===== src/rtl/fifo_uart_tx_if.sv =====
// Handshake bundle between a byte FIFO, the UART transmitter and whoever watches the serial line.
// The transmitter takes the slave view; the FIFO/line side takes the master view.
interface fifo_uart_tx_if;
   logic       enable;
   logic       fifo_empty;
   logic [7:0] fifo_rd_data;
   logic       fifo_rd_en;
   logic       tx;
   logic       busy;
   logic       tx_done;

   modport master (
      output enable,
      output fifo_empty,
      output fifo_rd_data,
      input  fifo_rd_en,
      input  tx,
      input  busy,
      input  tx_done
   );

   modport slave (
      input  enable,
      input  fifo_empty,
      input  fifo_rd_data,
      output fifo_rd_en,
      output tx,
      output busy,
      output tx_done
   );
endinterface


===== src/rtl/fifo_uart_tx.sv =====
// 8N1 UART transmitter that pulls bytes from a FIFO with a one-cycle read latency.
// Frames are exactly 10*CLKS_PER_BIT cycles; back-to-back frames are separated by IDLE+FETCH.
module fifo_uart_tx #(
   parameter int CLKS_PER_BIT = 434
) (
   input logic           clk,
   input logic           reset,
   fifo_uart_tx_if.slave bus
);

   localparam int BW = (CLKS_PER_BIT > 1) ? $clog2(CLKS_PER_BIT) : 1;
   localparam logic [BW-1:0] BAUD_LAST = BW'(CLKS_PER_BIT - 1);

   typedef enum logic [2:0] {IDLE, FETCH, START, DATA, STOP} state_t;

   state_t        state;
   state_t        state_next;
   logic [BW-1:0] baud;
   logic [BW-1:0] baud_next;
   logic [2:0]    bit_idx;
   logic [2:0]    bit_next;
   logic [7:0]    shift_reg;
   logic [7:0]    shift_next;
   logic          tx_reg;
   logic          tx_next;
   logic          read_now;
   logic          done;
   logic          bit_end;
   logic          rd_strobe;

   assign bit_end = (baud == BAUD_LAST);

   always_ff @(posedge clk or posedge reset) begin
      if (reset) begin
         state     <= IDLE;
         baud      <= '0;
         bit_idx   <= '0;
         shift_reg <= '0;
         tx_reg    <= 1'b1;
      end else begin
         state     <= state_next;
         baud      <= baud_next;
         bit_idx   <= bit_next;
         shift_reg <= shift_next;
         tx_reg    <= tx_next;
      end
   end

   always_comb begin
      state_next = state;
      baud_next  = baud;
      bit_next   = bit_idx;
      shift_next = shift_reg;
      read_now   = 1'b0;
      done       = 1'b0;
      tx_next    = 1'b1;
      case (state)
         IDLE: begin
            if (bus.enable && !bus.fifo_empty) begin
               read_now   = 1'b1;
               state_next = FETCH;
            end
         end
         FETCH: begin
            shift_next = bus.fifo_rd_data;
            baud_next  = '0;
            bit_next   = '0;
            state_next = START;
         end
         START: begin
            if (bit_end) begin
               baud_next  = '0;
               state_next = DATA;
            end else begin
               baud_next = baud + 1'b1;
            end
         end
         DATA: begin
            if (bit_end) begin
               baud_next  = '0;
               shift_next = {1'b0, shift_reg[7:1]};
               if (bit_idx == 3'd7) begin
                  state_next = STOP;
               end else begin
                  bit_next = bit_idx + 3'd1;
               end
            end else begin
               baud_next = baud + 1'b1;
            end
         end
         STOP: begin
            if (bit_end) begin
               baud_next  = '0;
               done       = 1'b1;
               state_next = IDLE;
            end else begin
               baud_next = baud + 1'b1;
            end
         end
         default: state_next = IDLE;
      endcase
      // The line level is precomputed from the next state so tx comes straight off a flop.
      case (state_next)
         START:   tx_next = 1'b0;
         DATA:    tx_next = shift_next[0];
         default: tx_next = 1'b1;
      endcase
   end

   // Reset gates the read strobe so a held reset can never pop the FIFO.
   assign rd_strobe      = read_now & ~reset;
   assign bus.fifo_rd_en = rd_strobe;
   assign bus.busy       = (state != IDLE) | rd_strobe;
   assign bus.tx_done    = done;
   assign bus.tx         = tx_reg;

endmodule


===== src/flat_wrapper.sv =====
// flat-port wrapper written by rule: the top's interface ports become plain ports
module fifo_uart_tx_flat 
#(
   parameter int CLKS_PER_BIT = 434
)
  (clk, reset, bus_enable, bus_fifo_empty, bus_fifo_rd_data, bus_fifo_rd_en, bus_tx, bus_busy, bus_tx_done);
  fifo_uart_tx_if bus_i ();
  input logic clk;
  input logic reset;
  input wire logic [$bits(bus_i.enable)-1:0] bus_enable;
  input wire logic [$bits(bus_i.fifo_empty)-1:0] bus_fifo_empty;
  input wire logic [$bits(bus_i.fifo_rd_data)-1:0] bus_fifo_rd_data;
  output wire logic [$bits(bus_i.fifo_rd_en)-1:0] bus_fifo_rd_en;
  output wire logic [$bits(bus_i.tx)-1:0] bus_tx;
  output wire logic [$bits(bus_i.busy)-1:0] bus_busy;
  output wire logic [$bits(bus_i.tx_done)-1:0] bus_tx_done;
  assign bus_i.enable = bus_enable;
  assign bus_i.fifo_empty = bus_fifo_empty;
  assign bus_i.fifo_rd_data = bus_fifo_rd_data;
  assign bus_fifo_rd_en = bus_i.fifo_rd_en;
  assign bus_tx = bus_i.tx;
  assign bus_busy = bus_i.busy;
  assign bus_tx_done = bus_i.tx_done;
  fifo_uart_tx #(.CLKS_PER_BIT(CLKS_PER_BIT)) u_core (.clk(clk), .reset(reset), .bus(bus_i));
endmodule

===== config.mk =====
export PLATFORM = sky130hd
export DESIGN_NAME = fifo_uart_tx_flat
export DESIGN_NICKNAME = d
export VERILOG_FILES = /design/src/rtl/fifo_uart_tx_if.sv /design/src/rtl/fifo_uart_tx.sv /design/src/flat_wrapper.sv
export SDC_FILE = /design/constraint.sdc
export NUM_CORES = 1
export LEC_CHECK = 0
export BUFFER_PORTS_ARGS = -buffer_cell sky130_fd_sc_hd__clkbuf_2
export CAP_MARGIN = 20
export CORE_UTILIZATION = 40
export DETAILED_ROUTE_END_ITERATION = 12
export SKIP_LAST_GASP = 1
export SLEW_MARGIN = 0
export SYNTH_ARGS = -nofsm -noshare
export SYNTH_HDL_FRONTEND = slang
export SYNTH_SLANG_ARGS = --single-unit

===== constraint.sdc =====
create_clock -name clk -period 2 [get_ports clk]
set_clock_uncertainty 0.1 [all_clocks]
set_input_delay 0.4 -clock clk [delete_from_list [all_inputs] [get_ports clk]]
set_output_delay 0.4 -clock clk [all_outputs]
set_load 0.02 [all_outputs]

==> results of run 1 <==
## cells by family after synthesis
family,count (synthesis),synth area share (%)
AND/OR/NAND/NOR,51,22.2
AO/OA/AOI/OAI,32,19.2
flip-flops,24,46.5
buffers and inverters,9,3.67
multiplexers,4,3.19
adder cells (fa/ha/maj),4,3.86
XOR/XNOR,2,1.35
## worst register-to-register path, stage by stage, from the launching register on
cell	delay [ns]
dfrtp_2	0.42
buf_4	0.14
buf_4	0.15
or3b_1	0.40
a22oi_2	0.22
buf_12	0.16
a21o_1	0.11
a22o_1	0.12
## final timing paths
kind	startpoint	to	slack (ns)	cells after the start
min in group asynchronous	reset	u_core.state[1]$_DFF_PP0_	0.54	3
worst min-delay path	bus_fifo_rd_data[7]	u_core.shift_reg[7]$_DFFE_PP0P_	0.19	3
worst max register to register	u_core.state[0]$_DFF_PP0_	u_core.baud[4]$_DFFE_PP0P_	0.14	7
worst max-delay path	u_core.state[2]$_DFF_PP0_	bus_busy	-0.10	4
max in group asynchronous	reset	u_core.shift_reg[5]$_DFFE_PP0P_	0.72	4
worst min register to register	u_core.shift_reg[5]$_DFFE_PP0P_	u_core.shift_reg[5]$_DFFE_PP0P_	0.39	2
## per-stage QoR
| stage | instances | utilization, % | setup slack (ns) | hold slack (ns) |
|---|---|---|---|---|
| detailed placement | 191 | 48.8 | 0.0632 | 0.334 |
| global route | 202 | 52.7 | -0.199 | 0.195 |
| global placement | 191 | 48.8 | 0.0794 | 0.319 |
| finish | 202 | 52.7 | -0.100 | 0.192 |
| floorplan | 126 | - | 0.000628 | 0.314 |
| CTS | 201 | 52.3 | -0.115 | 0.193 |
## timing repair
item,CTS,global route
setup buffers,5,1
gates resized for setup,7,4
hold endpoints to repair,1,0
hold buffers,1,0
gates cloned,0,0
endpoints found under the setup margin,3,3
pin swaps,2,0
## metal layers
layer | share of wire, % | wire, um | up-vias | GRT usage (%)
li1 | - | - | 526 | -
met1 | 46 | 1240 | 523 | 24.1
met2 | 49 | 1300 | 25 | 29.2
met3 | 3.8 | 102 | 4 | 2.42
met4 | 1.0 | 27 | 0 | 5.44
met5 | 0 | 0 | - | 0
## cell usage in the layout, fill, tap and decap left out, drive strengths merged, types with 4 or more instances in the layout
| cell type | count |
|---|---|
| dfrtp | 23 |
| nand2 | 20 |
| buf | 20 |
| clkbuf | 16 |
| a22oi | 7 |
| o21ai | 7 |
| and3 | 5 |
| nand3 | 4 |
| a21o | 4 |
| a22o | 4 |
| ha | 4 |
| nor2 | 4 |
| inv | 4 |
## cell type report
type	instances	area [um2]	share of cell area, %
Clock buffer	4	36.3	2.26
Inverter	4	15.0	0.933
Multi-Input combinational cell	93	662	41.1
Sequential cell	24	603	37.5
Tap cell	44	55.1	3.42
Timing Repair Buffer	33	238	14.8
## power by group
group          switching [uW]  leakage (uW)  internal [uW]
clock network             143     0.0000210            111
logic                     247      0.000480            264
registers                 102      0.000296            653
total                     492      0.000798           1030
==> impl_metrics.toml, run 1 <==
[setup_path]
critPathMaxFanout = 2
worst_ep_arrival_time_ns = 1.60
path_common_cell = "or4_4"
timing_worst_setup_path_type = "flop to primary output"
path_delay_family = "simple AND/OR/NAND/NOR gates"
critPathLaunchType = "flop"
worstSetupEndpointType = "primary output"
crit_buf_inv = 1
crit_path_max_incr_delay_ns = 0.54
cp_data_required_time_ns = 1.50
worstPathCellList = "or4_4 > nor2_4 > or4_4 > buf_8"
slowest_stage = "or4_4"

[floorplan]
row_count = 20
initial_core_util_pct = 42.4
ios = 16
fp.dieH_um = 58.9
core_area_mm2 = 0.00305
die_area_mm2 = 0.00347
die_w_um = 58.9

[sta]
finalHoldViolCount = 0
slew_headroom_pct = 70.7
rsz0062_at_grt = "true"
period_share_pct = 105
final.setup.tns_ns = -0.197
setup_slack_ns = -0.100
fmaxAchievable_ghz = 0.476
fin_crit_ns = 2.10
maxSlewViolCount = 0
tightestPinTransition_ns = 0.438
setup_violations = 3

[layout]
drive_gt1_share_pct = 31.6
largest_register_ffs = 9
nets = 175
diodes = 0
area_growth_syn_to_layout_pct = 24.3
fin_area_mm2 = 0.00161
n_fill_cell = 300

[synth]
ys.warnings.count = 0
synthesis.nets = 142
netlist_instances = 126
yosysMostFrequentCell = "dfrtp_1"
synth_largest_area_cell = "dfrtp_1"
synth-seq-cells = 24
synth_ff_type = "dfrtp_1"
yosys-top-cells-count = "dfrtp_1, nand2_1, a22oi_1, and3_1"
synth_top_area_share_pct = 44.4
synthesis.area_mm2 = 0.00129
synth_edf_count = 0
async_reset_ff_share_pct = 100
ys_types = 43
synth-seq-area-share_pct = 46.5
ys_top_cells_by_area = "dfrtp_1, nand2_1, ha_1"
syn_area_per_cell_um2 = 10.3

[place]
place_area_mm2 = 0.00149
gp_congestion = 0.789
hpwl_mm = 1.88
port_buffers = 15

[routing]
drt_wl_total_mm = 2.67
wl_per_cell_um = 13.2
drtIter0Drc = 25
vias = 1078
drtPass1Iterations = 4
viasPerCell = 5.34
drc = 0
antenna_left = 0

[power]
p_per_area_mw_per_mm2 = 944
vdd_drop_max_mv = 0.429
power_uw = 1520
power.leakage_uw = 0.000798

[run_status]
violations = "negative setup slack"
outcome = "complete, but fails checks"

[clock_tree]
clk_latency_ns = 0.31
cts_buffers = 3
clkTransAtPathRegs_ns = 0.13
cts.sinks = 24
cts_tree = "built"
htree_levels = 1
cts.path.max_buffers = 2
root_buffer = "clkbuf_4"

[worst_hold_path]
hp-class = "input port to flop"

[job]
max-cap-violations = 0

[grt]
grt_pass1_wl_mm = 4.63
grtUsageTotal_pct = 17.7
antenna_found_initial = 0
grt_pass1_vias = 1031
grt_max_degree = 14
grt_overflow = 0
(Power assumes the default switching activity.)
==> inputs of run 2 (changes only) <==
--- a/config.mk
+++ b/config.mk
@@ -9,6 +9,7 @@
 export CAP_MARGIN = 20
 export CORE_UTILIZATION = 40
 export DETAILED_ROUTE_END_ITERATION = 12
+export SETUP_SLACK_MARGIN = 0.3
 export SKIP_LAST_GASP = 1
 export SLEW_MARGIN = 0
 export SYNTH_ARGS = -nofsm -noshare
==> run 2 against run 1 <==
  * The run still ends with negative setup slack left
  * Sequential share of layout area shrank 2.8 points
  * Clock-buffer cell count is the same
  * Worst setup slack lost 0.0048 ns
  * Design area grew 7.9%
  * Total power grew 2.1%
  * Flip-flop and latch count is the same
  * Combinational power grew 3%
  * First-iteration DRC count grew 4.0%
  * Critical path type unchanged
==> impl_metrics.toml, run 2 (synthesized netlist as in run 1, its figures left out) <==
[layout]
final_cells = 208
fin_area_mm2 = 0.00174
diodes = 0
nets = 181
drive_gt1_share_pct = 42.1
layout_commonest_cell = "dfrtp_1"
n_fill_cell = 307
largest_register_ffs = 9
fin_util_pct = 56.8
area_growth_syn_to_layout_pct = 34.0
final_cell_mix = "dfrtp_1, nand2_1, buf_4, clkbuf_2"

[grt]
grt_max_degree = 15
grt_pass1_wl_mm = 4.84
grt_pass1_vias = 1074
antenna_found_initial = 0
grtUsageTotal_pct = 18.5
grt_overflow = 0

[place]
gp_congestion = 0.759
port_buffers = 15
place_area_mm2 = 0.00152
dp_slack_ns = 0.0557
hpwl_mm = 1.95
post-place-cells = 193

[job]
max-cap-violations = 0

[floorplan]
fp.dieH_um = 58.9
ios = 16
core_area_mm2 = 0.00305
die_area_mm2 = 0.00347
row_count = 20
initial_core_util_pct = 42.4
die_w_um = 58.9

[sta]
setup_slack_ns = -0.105
fin_crit_ns = 2.11
rsz0062_at_grt = "true"
setup_violations = 3
final.setup.tns_ns = -0.275
slew_headroom_pct = 64.1
tightestPinTransition_ns = 0.538
fmaxAchievable_ghz = 0.475
maxSlewViolCount = 0
finalHoldViolCount = 0
period_share_pct = 105

[setup_path]
critPathLaunchType = "flop"
worstReg2RegStart = "u_core.baud[1]$_DFFE_PP0P_"
timing_worst_setup_path_type = "flop to primary output"
r2r_end = "u_core.bus.tx$_DFF_PP1_"
worstSetupEndpointType = "primary output"
cp_data_required_time_ns = 1.50
worst_ep_arrival_time_ns = 1.61
critPathMaxFanout = 2
reg2reg_depth = 8
rrSetupSlack_ns = 0.16

[routing]
drc = 0
vias = 1082
drtPass1Iterations = 4
drtIter0Drc = 26
wl_per_cell_um = 14.0
viasPerCell = 5.20
antenna_left = 0
drt_wl_total_mm = 2.92

[clock_tree]
cts_buffers = 3
cts.path.max_buffers = 2
ctsHoldBuffers = 0
htree_levels = 1
root_buffer = "clkbuf_4"
cts_tree = "built"
clkTransAtPathRegs_ns = 0.13
clk_latency_ns = 0.31
cts.sinks = 24

[run_status]
outcome = "complete, but fails checks"
violations = "negative setup slack"

[power]
power.leakage_uw = 0.000836
vdd_drop_max_mv = 0.469
p_per_area_mw_per_mm2 = 894

[worst_hold_path]
hp-class = "input port to async pin"
[run 2: cell types whose count changed in the layout (fill, tap and decap cells not counted), moves of 2 or more]
cell,previous run,this run
a22oi_1,6,0
a22oi_2,1,7
and3_1,5,3
and3_4,0,2
buf_6,0,7
[run 2: worst max path at each step]
stage | startpoint | to | slack, ns
final | u_core.state[1]$_DFF_PP0_ | bus_busy | -0.11
after global routing | u_core.baud[1]$_DFFE_PP0P_ | bus_tx_done | -0.17
after CTS | u_core.state[2]$_DFF_PP0_ | bus_busy | -0.13
after detailed placement | bus_fifo_empty | bus_busy | 0.06
after global placement | bus_fifo_empty | bus_busy | 0.09
after floorplan | u_core.state[2]$_DFF_PP0_ | bus_busy | 0.13
[run 2: cell type report]
| class | instances | area [um2] | share of cell area (%) |
|---|---|---|---|
| multi-input combinational | 93 | 724 | 41.7 |
| sequential | 24 | 602 | 34.7 |
| timing repair buffer | 39 | 303 | 17.4 |
| tap | 44 | 55.1 | 3.17 |
| clock buffer | 4 | 36.3 | 2.09 |
| inverter | 4 | 15.0 | 0.865 |
[run 2: layer usage]
metal  track usage [%]  wire length [um]  vias to the layer above
met1              25.6              1380                      517
li1                  -                 -                      534
met2              29.2              1400                       29
met3              2.64               114                        2
met4              7.14                22                        0
met5                 0                 0                        -
[run 2: per-stage QoR]
stage	hold WS [ns]	power [uW]
after floorplan	0.314	1060
after global placement	0.360	1210
after detailed placement	0.364	1230
after CTS	0.0345	1530
after global routing	0.0623	1660
final	0.0263	1550
[run 2: power by group]
part	leakage, uW	internal (uW)	switching, uW
logic	0.000517	272	254
clock network	0.0000210	111	145
registers	0.000298	652	116
[run 2: timing repair]
action,in CTS,in global routing
resized for setup,11,16
gates cloned,1,0
pin swaps,12,8
endpoints found under the setup margin,17,24
hold endpoints to repair,0,0
setup buffers,8,2
[run 2: critical path, stage by stage, from the launching register on]
cell      delay [ns]
dfrtp_1         0.41
or4_4           0.54
nor2_4          0.10
or4_4           0.12
clkbuf_8        0.13
